[config.mk]
export PLATFORM = sky130hd
export DESIGN_NAME = histogram_accumulator
export DESIGN_NICKNAME = d
export VERILOG_FILES = /design/src/rtl/histogram_accumulator_pkg.sv /design/src/rtl/histogram_accumulator_ram.sv /design/src/rtl/histogram_accumulator.sv
export SDC_FILE = /design/constraint.sdc
export NUM_CORES = 2
export LEC_CHECK = 0
export CAP_MARGIN = 20
export CORE_MARGIN = 2
export CORE_UTILIZATION = 54
export DETAILED_ROUTE_END_ITERATION = 6
export DONT_BUFFER_PORTS = 1
export PLACE_DENSITY = 0.69
export SYNTH_ARGS = -nofsm -noshare
export SYNTH_HDL_FRONTEND = slang
export SYNTH_SLANG_ARGS = --single-unit
[constraint.sdc]
create_clock -name clk -period 16.45 [get_ports clk]
set_clock_uncertainty 0.1 [all_clocks]
set_input_delay 3.29 -clock clk [delete_from_list [all_inputs] [get_ports clk]]
set_output_delay 3.29 -clock clk [all_outputs]
set_load 0.03 [all_outputs]
[src/rtl/histogram_accumulator_pkg.sv]
`default_nettype none
// ============================================================================
// Module   : histogram_accumulator_pkg
// Purpose  : Shared widths, FSM encoding and saturation constant for the
//            histogram accumulation stage and its upstream bin distributer.
// Revision : 1.0  initial release
// ============================================================================
package histogram_accumulator_pkg;

   // Default widths, common with the bin-address producer upstream
   localparam int ADDR_W_DEF  = 8;
   localparam int COUNT_W_DEF = 16;
   localparam int DROP_W_DEF  = 16;

   // Saturation value of a bin counter at the default width
   localparam logic [COUNT_W_DEF-1:0] COUNT_SAT_DEF = {COUNT_W_DEF{1'b1}};

   // Top-level sequencer states
   typedef enum logic [0:0] {
      ST_CLEARING = 1'b0,
      ST_RUN      = 1'b1
   } hist_state_t;

endpackage : histogram_accumulator_pkg
`default_nettype wire

[src/rtl/histogram_accumulator_ram.sv]
`default_nettype none
// ============================================================================
// Module   : histogram_accumulator_ram
// Purpose  : Dual-port synchronous histogram RAM. Port A carries the RMW read
//            and the RMW/clear write; port B is a read-only host port. Both
//            reads are read-first against a same-cycle write.
// Revision : 1.0  initial release
// ============================================================================
module histogram_accumulator_ram #(
   parameter int ADDR_W = 8,
   parameter int DATA_W = 16
) (
   input  logic              clk,
   input  logic              rst,
   input  logic              wr_en,
   input  logic [ADDR_W-1:0] wr_addr,
   input  logic [DATA_W-1:0] wr_data,
   input  logic [ADDR_W-1:0] a_addr,
   output logic [DATA_W-1:0] a_data,
   input  logic              b_en,
   input  logic [ADDR_W-1:0] b_addr,
   output logic [DATA_W-1:0] b_data
);

   localparam int DEPTH = 1 << ADDR_W;

   logic [DATA_W-1:0] mem [DEPTH];

   // Port A: write plus free-running read (old data returned on collision)
   always_ff @(posedge clk) begin
      if (wr_en) begin
         mem[wr_addr] <= wr_data;
      end
      a_data <= mem[a_addr];
   end

   // Port B: host read, output register holds its value between reads
   always_ff @(posedge clk or posedge rst) begin
      if (rst) begin
         b_data <= '0;
      end else if (b_en) begin
         b_data <= mem[b_addr];
      end
   end

endmodule : histogram_accumulator_ram
`default_nettype wire

[src/rtl/histogram_accumulator.sv]
`default_nettype none
// ============================================================================
// Module   : histogram_accumulator
// Purpose  : Per-bin event counter with a pipelined read-modify-write path
//            (one event per clock), clear sequencer, saturation flag, dropped
//            event counter and an independent host read port.
// Revision : 1.0  initial release
// ============================================================================
module histogram_accumulator
   import histogram_accumulator_pkg::*;
#(
   parameter int ADDR_W  = ADDR_W_DEF,
   parameter int COUNT_W = COUNT_W_DEF,
   parameter int DROP_W  = DROP_W_DEF
) (
   input  logic               clk,
   input  logic               rst,
   input  logic [ADDR_W-1:0]  Addr,
   input  logic               Memory_add,
   input  logic               clear_req,
   input  logic               rd_en,
   input  logic [ADDR_W-1:0]  rd_addr,
   output logic [COUNT_W-1:0] rd_data,
   output logic               rd_valid,
   output logic               clear_busy,
   output logic               sat_flag,
   output logic [DROP_W-1:0]  drop_count
);

   localparam logic [COUNT_W-1:0] SAT_MAX  = {COUNT_W{1'b1}};
   localparam logic [DROP_W-1:0]  DROP_MAX = {DROP_W{1'b1}};

   hist_state_t        state, state_nxt;
   logic [ADDR_W-1:0]  clr_ptr;
   logic               in_clear;
   logic               enter_clear;
   logic               accept;

   logic               s1_valid;
   logic [ADDR_W-1:0]  s1_addr;
   logic               fwd_sel;
   logic [COUNT_W-1:0] fwd_data;
   logic               s1_wr_en;
   logic [COUNT_W-1:0] s1_old;
   logic [COUNT_W-1:0] s1_new;

   logic               ram_wr_en;
   logic [ADDR_W-1:0]  ram_wr_addr;
   logic [COUNT_W-1:0] ram_wr_data;
   logic [COUNT_W-1:0] ram_a_data;

   // State register
   always_ff @(posedge clk or posedge rst) begin
      if (rst) begin
         state <= ST_CLEARING;
      end else begin
         state <= state_nxt;
      end
   end

   // Next-state: sweep all bins once, then run until a clear is requested
   always_comb begin
      state_nxt   = state;
      in_clear    = 1'b0;
      enter_clear = 1'b0;
      case (state)
         ST_CLEARING: begin
            in_clear = 1'b1;
            if (clr_ptr == {ADDR_W{1'b1}}) begin
               state_nxt = ST_RUN;
            end
         end
         ST_RUN: begin
            if (clear_req) begin
               enter_clear = 1'b1;
               state_nxt   = ST_CLEARING;
            end
         end
         default: state_nxt = ST_CLEARING;
      endcase
   end

   assign clear_busy = in_clear;
   // Events on the cycle a clear is accepted are discarded like clear-time events
   assign accept     = (state == ST_RUN) && Memory_add && !clear_req;

   // Clear pointer walks every bin and wraps back to 0 at the end of the sweep
   always_ff @(posedge clk or posedge rst) begin
      if (rst) begin
         clr_ptr <= '0;
      end else if (in_clear) begin
         clr_ptr <= clr_ptr + 1'b1;
      end else begin
         clr_ptr <= '0;
      end
   end

   // S0 -> S1 pipeline registers, including the same-bin forwarding capture
   always_ff @(posedge clk or posedge rst) begin
      if (rst) begin
         s1_valid <= 1'b0;
         s1_addr  <= '0;
         fwd_sel  <= 1'b0;
         fwd_data <= '0;
      end else begin
         s1_valid <= accept;
         s1_addr  <= Addr;
         fwd_sel  <= accept && s1_wr_en && (Addr == s1_addr);
         fwd_data <= s1_new;
      end
   end

   // S1: the RAM read of this bin raced the previous write, so take the
   // forwarded value when the bins match; writeback only while running
   assign s1_wr_en = s1_valid && (state == ST_RUN);
   assign s1_old   = fwd_sel ? fwd_data : ram_a_data;
   assign s1_new   = (s1_old == SAT_MAX) ? SAT_MAX : s1_old + 1'b1;

   assign ram_wr_en   = in_clear || s1_wr_en;
   assign ram_wr_addr = in_clear ? clr_ptr : s1_addr;
   assign ram_wr_data = in_clear ? '0 : s1_new;

   // Saturation flag and dropped-event counter, both reset on entering a clear
   always_ff @(posedge clk or posedge rst) begin
      if (rst) begin
         sat_flag   <= 1'b0;
         drop_count <= '0;
      end else if (enter_clear) begin
         sat_flag   <= 1'b0;
         drop_count <= Memory_add ? DROP_W'(1) : '0;
      end else begin
         if (s1_wr_en && (s1_new == SAT_MAX)) begin
            sat_flag <= 1'b1;
         end
         if (in_clear && Memory_add && (drop_count != DROP_MAX)) begin
            drop_count <= drop_count + 1'b1;
         end
      end
   end

   // Host read strobe is a single-cycle pulse one cycle after the request
   always_ff @(posedge clk or posedge rst) begin
      if (rst) begin
         rd_valid <= 1'b0;
      end else begin
         rd_valid <= rd_en;
      end
   end

   histogram_accumulator_ram #(
      .ADDR_W (ADDR_W),
      .DATA_W (COUNT_W)
   ) u_ram (
      .clk     (clk),
      .rst     (rst),
      .wr_en   (ram_wr_en),
      .wr_addr (ram_wr_addr),
      .wr_data (ram_wr_data),
      .a_addr  (Addr),
      .a_data  (ram_a_data),
      .b_en    (rd_en),
      .b_addr  (rd_addr),
      .b_data  (rd_data)
   );

endmodule : histogram_accumulator
`default_nettype wire

==> metrics list <==
- Clock Sink Count: between 4000 and 5000
- Dividing the detail-routed wire length by the instance count gives roughly 42 um.
- The checks that failed: design-rule violations, max-slew violations.
- Cell breakdown of the critical path: buf_16, buf_16, buf_16, buf_16, buf_16, buf_16, mux4_2, a22oi_1, a21oi_1, nor4_1, o22ai_1, or2_1
* Fillcell total: 25067
- Total routing usage reported by global routing: 35.6%
- Averaged over all synthesized cells, the footprint is about 19 um2.
* Die width: 601 um
- Switch Pwr: 5.89 mW
* Buffers added on ports: 0
- Met2 routing resource usage after global routing: 51.5%
- Row generation in the floorplan step produced 219 rows.
- The first global-routing pass estimated 897 mm of wire.
* Area growth syn-to-layout: 10.9%
* CTS resizes: 0
* Part of the total power dissipated in sequential elements: 49.9%
- Maximum fanout along the worst path: 134
* Initial core utilization: 54.2%
- sky130_fd_sc_hd__edfxtp_1 is the most common cell in the netlist.
- Combinational cells account for under 10% of the total power.
- Insertion delay of the later-clocked pin in the worst-skew pair: between 1 and 1.5 ns
- The path class of the tightest hold or removal check is flop to flop.
* Number of flops mapped to enable cells by yosys: about 4000
- Measured against its own limit, the worst slew margin works out to -17.2%.
- After synthesis, the netlist uses 78 different library cells.
* Internal power: 18.2 mW
* Final count of pins violating max slew: 364
* Met1 Resource Use GR: 46.5%
- For the worst setup path, the data required time is 17.28 ns.
- CP dominant cell by count: sky130_fd_sc_hd__buf_16
- Critical Setup Path Class: primary input to flop
- The count of endpoints failing hold in the final timing report came to 0.
- Clock tree synthesis selected as its root buffer the cell sky130_fd_sc_hd__clkbuf_16.
- Synthesis produced between 10000 and 15000 cells.
- For this run, global-route usage on met3 was measured as 13.7%.
* Total iterations of the first detailed-routing run: 7
- In this run the count of I/O pins placed on the die edge is 56.
* First-iteration detailed-routing DRC count: 21399
- Entering global routing, the biggest net connects 1027 pins.
- The worst-case IR drop observed on VDD is 0.0892 mV.
* DP Cell Count: between 10000 and 15000
- The routed design has 651 mm of wire.
- Seq/Total Area, Yosys: around two thirds
* Critical path buffers and inverters: 6
* Pre-CTS setup slack: 5.97 ns
* Final count of negative-setup-slack endpoints: 0
- After layout, the minimum clock period comes to 9.43 ns.
- Startpoint kind of the worst setup timing path: primary input
- The number of setup buffers added after CTS is 0.
- Number of hold buffers added after CTS: 0
- The worst register-to-register path begins at fwd_sel.
* Crit path from: Addr[0]
* Number of global-route vias before repair: 115039
- Layout cells sized above 1: 29.0%
- Proportion of total power due to net switching: between 20% and 30%
- Final period utilization: 57.3%
- Counting the buffers created by CTS gives around 430.
- The synthesized design contains roughly 4200 register bits.
* Leading post-synthesis cells by cell area: sky130_fd_sc_hd__edfxtp_1 64%, sky130_fd_sc_hd__mux4_2 20%, sky130_fd_sc_hd__mux2i_1 3.3%
- Fin worst setup slack: roughly 7.0 ns
- Syn Std Cell Area: 192000 um2
* Maximum achievable frequency: approximately 110 MHz
* Clock tree from TritonCTS: done
- Worst EP arrival: 10.26 ns
- Of all cell types, the one taking the most synthesized area is sky130_fd_sc_hd__edfxtp_1.
- Antenna violations before repair: 58
* Top Family by Delay on Critical Path: buffers and inverters
- The count of nets left with antenna violations once routing finished came out at 0.
- The die is approximately 600 um tall.
* Vias: 118102
- Global placement routability congestion: 0.940
- The largest single stage delay on the critical path is 0.86 ns.
- Part of the total power dissipated in the clock network: 41.0%
* Busiest layer in global routing: met2
- Power comes to ~24 mW.
- Clock-pin slew was measured on the worst setup and hold paths at ~0.06 ns.
- Detailed-route DRC error count: 1
* Share of flip-flops with an asynchronous set or reset: between 1.5 and 2%
- Count of maximum capacitance violations: 0
- Of the post-synthesis cell area, the dominant cell type holds 63.9%.
- The number of nets in the synthesized netlist is 10203.
* Number of warnings issued by yosys: 0
* Post-synth top flop: sky130_fd_sc_hd__edfxtp_1
* Mean number of vias per cell: 7.65
- Excluding fillers, the count of instances in the completed layout stands at 15432.
- Number of H-tree branching levels: 5
- Critical Path Slowest Stage Cell: sky130_fd_sc_hd__nor4_1
- The worst hold path begins at clr_ptr[0].
* Setup repair after global routing missed its margin: false
- The floorplan step defined a core boundary enclosing 355000 um2.
- Dividing total power by cell area gives a power density of 113 nW/um2.
- The flow ran to the end, but the final reports show violations.
- Total leakage power: 61.6 nW
* Transition time of the tightest slew-check pin: 1.76 ns
- Post-synth top cells: 4096 x sky130_fd_sc_hd__edfxtp_1, 1725 x sky130_fd_sc_hd__mux4_2, 672 x sky130_fd_sc_hd__a22oi_1
* Type of destination of the critical path: flop
* Die ar.: 361000 um2
* Setup TNS: 0 ns
- At the end of the flow, the number of nets in the layout was 10283.
- The worst register-to-register path has a setup slack of around 11 ns.
- After legalization and detailed placement, the total HPWL measured 380 mm.
- Total gr overflow: 0
* Maximum clock path buffer count: 4
-- layer usage --
| layer | share of wire [%] | vias up |
|---|---|---|
| li1 | - | 44190 |
| met4 | 6.6 | 40 |
| met2 | 44 | 10125 |
| met3 | 16 | 2048 |
| met1 | 34 | 61699 |
| met5 | 0.069 | - |
-- cells in the final DEF (no fill, tap or decap), types with 53 or more instances in the layout --
cell type | netlist | layout
sky130_fd_sc_hd__a211oi_1 | 80 | 79
sky130_fd_sc_hd__a21oi_1 | 355 | 350
sky130_fd_sc_hd__a22oi_1 | 672 | 672
sky130_fd_sc_hd__buf_4 | 102 | 432
sky130_fd_sc_hd__clkbuf_1 | 387 | 87
sky130_fd_sc_hd__clkbuf_16 | 0 | 429
sky130_fd_sc_hd__clkinv_1 | 1 | 90
sky130_fd_sc_hd__clkinv_2 | 0 | 78
sky130_fd_sc_hd__dfrtp_1 | 69 | 69
sky130_fd_sc_hd__diode_2 | 0 | 53
sky130_fd_sc_hd__edfxtp_1 | 4096 | 4096
sky130_fd_sc_hd__mux2i_1 | 640 | 640
sky130_fd_sc_hd__mux4_2 | 1725 | 1725
sky130_fd_sc_hd__nand2_1 | 201 | 189
sky130_fd_sc_hd__nor2_1 | 391 | 260
sky130_fd_sc_hd__nor2_2 | 0 | 104
sky130_fd_sc_hd__nor3_1 | 70 | 69
sky130_fd_sc_hd__nor4_1 | 89 | 73
sky130_fd_sc_hd__o21ai_0 | 91 | 89
sky130_fd_sc_hd__o221ai_1 | 64 | 64
sky130_fd_sc_hd__o22ai_1 | 306 | 306
-- cells by family after synthesis --
kind of cell,synth area share (%)
XOR/XNOR,0.168
buffers and inverters,2.45
adder cells (fa/ha/maj),0.0195
AND/OR/NAND/NOR,2.38
AO/OA/AOI/OAI,5.95
multiplexers,24.0
flip-flops,65.0
-- metrics by stage --
step	utilization (%)	hold WS (ns)	cell area, um2
2_1_floorplan	-	0.394	192000
3_3_place_gp	55.9	0.443	198000
3_5_place_dp	55.9	0.474	198000
4_1_cts	59.9	0.486	213000
5_1_grt	60.0	0.510	213000
6_report	60.1	0.517	213000
-- sequential cells by signal (all words and copies together) (netlist names) --
register	count
s1_addr	8
fwd_data	16
u_ram.mem	4096
rd_valid	1
fwd_sel	1
s1_valid	1
drop_count	16
u_ram.a_data	16
sat_flag	1
u_ram.b_data	16
state	1
clr_ptr	8
-- worst register-to-register path: stages (launching register included) --
cell	delay, ns
sky130_fd_sc_hd__dfrtp_1	0.33
sky130_fd_sc_hd__buf_4	0.32
sky130_fd_sc_hd__mux2_2	0.30
sky130_fd_sc_hd__ha_1	0.23
sky130_fd_sc_hd__nand4b_1	0.14
sky130_fd_sc_hd__and2_1	0.25
sky130_fd_sc_hd__or4_1	0.85
sky130_fd_sc_hd__nand2b_1	0.24
sky130_fd_sc_hd__and2_4	0.61
sky130_fd_sc_hd__buf_4	0.49
sky130_fd_sc_hd__buf_16	0.36
sky130_fd_sc_hd__buf_4	0.86
-- power groups by stage --
stage / Sequential, mW / Clock, mW / Combinational (mW)
floorplan: 12.2 / 0 / 1.29
global placement: 12.2 / 0 / 2.01
detailed placement: 12.2 / 0 / 2.03
CTS: 12.0 / 9.92 / 2.04
global route: 12.0 / 10.3 / 2.22
finish: 12.0 / 9.89 / 2.19
-- area by class of cell --
cell class / instances / area [um2] / area share [%]
sequential: 4181 / 125000 / 58.6
multi-input combinational: 5141 / 63400 / 29.7
clock buffer: 524 / 11200 / 5.24
tap: 4751 / 5940 / 2.79
timing repair buffer: 490 / 4530 / 2.12
clock inverter: 273 / 2930 / 1.37
antenna: 53 / 133 / 0.0622
inverter: 19 / 81.3 / 0.0381
-- path summary, 6_finish.rpt --
| path | to | depth (start not counted) |
|---|---|---|
| max | u_ram.a_data[12] | 12 |
| min | clr_ptr[0] | 1 |
| max reg2reg | u_ram.mem[147][1] | 11 |
| min reg2reg | clr_ptr[0] | 1 |
| max in group asynchronous | fwd_data[7] | 2 |
| min in group asynchronous | u_ram.b_data[12] | 1 |
Note: power is estimated with default switching activity, not from simulation.
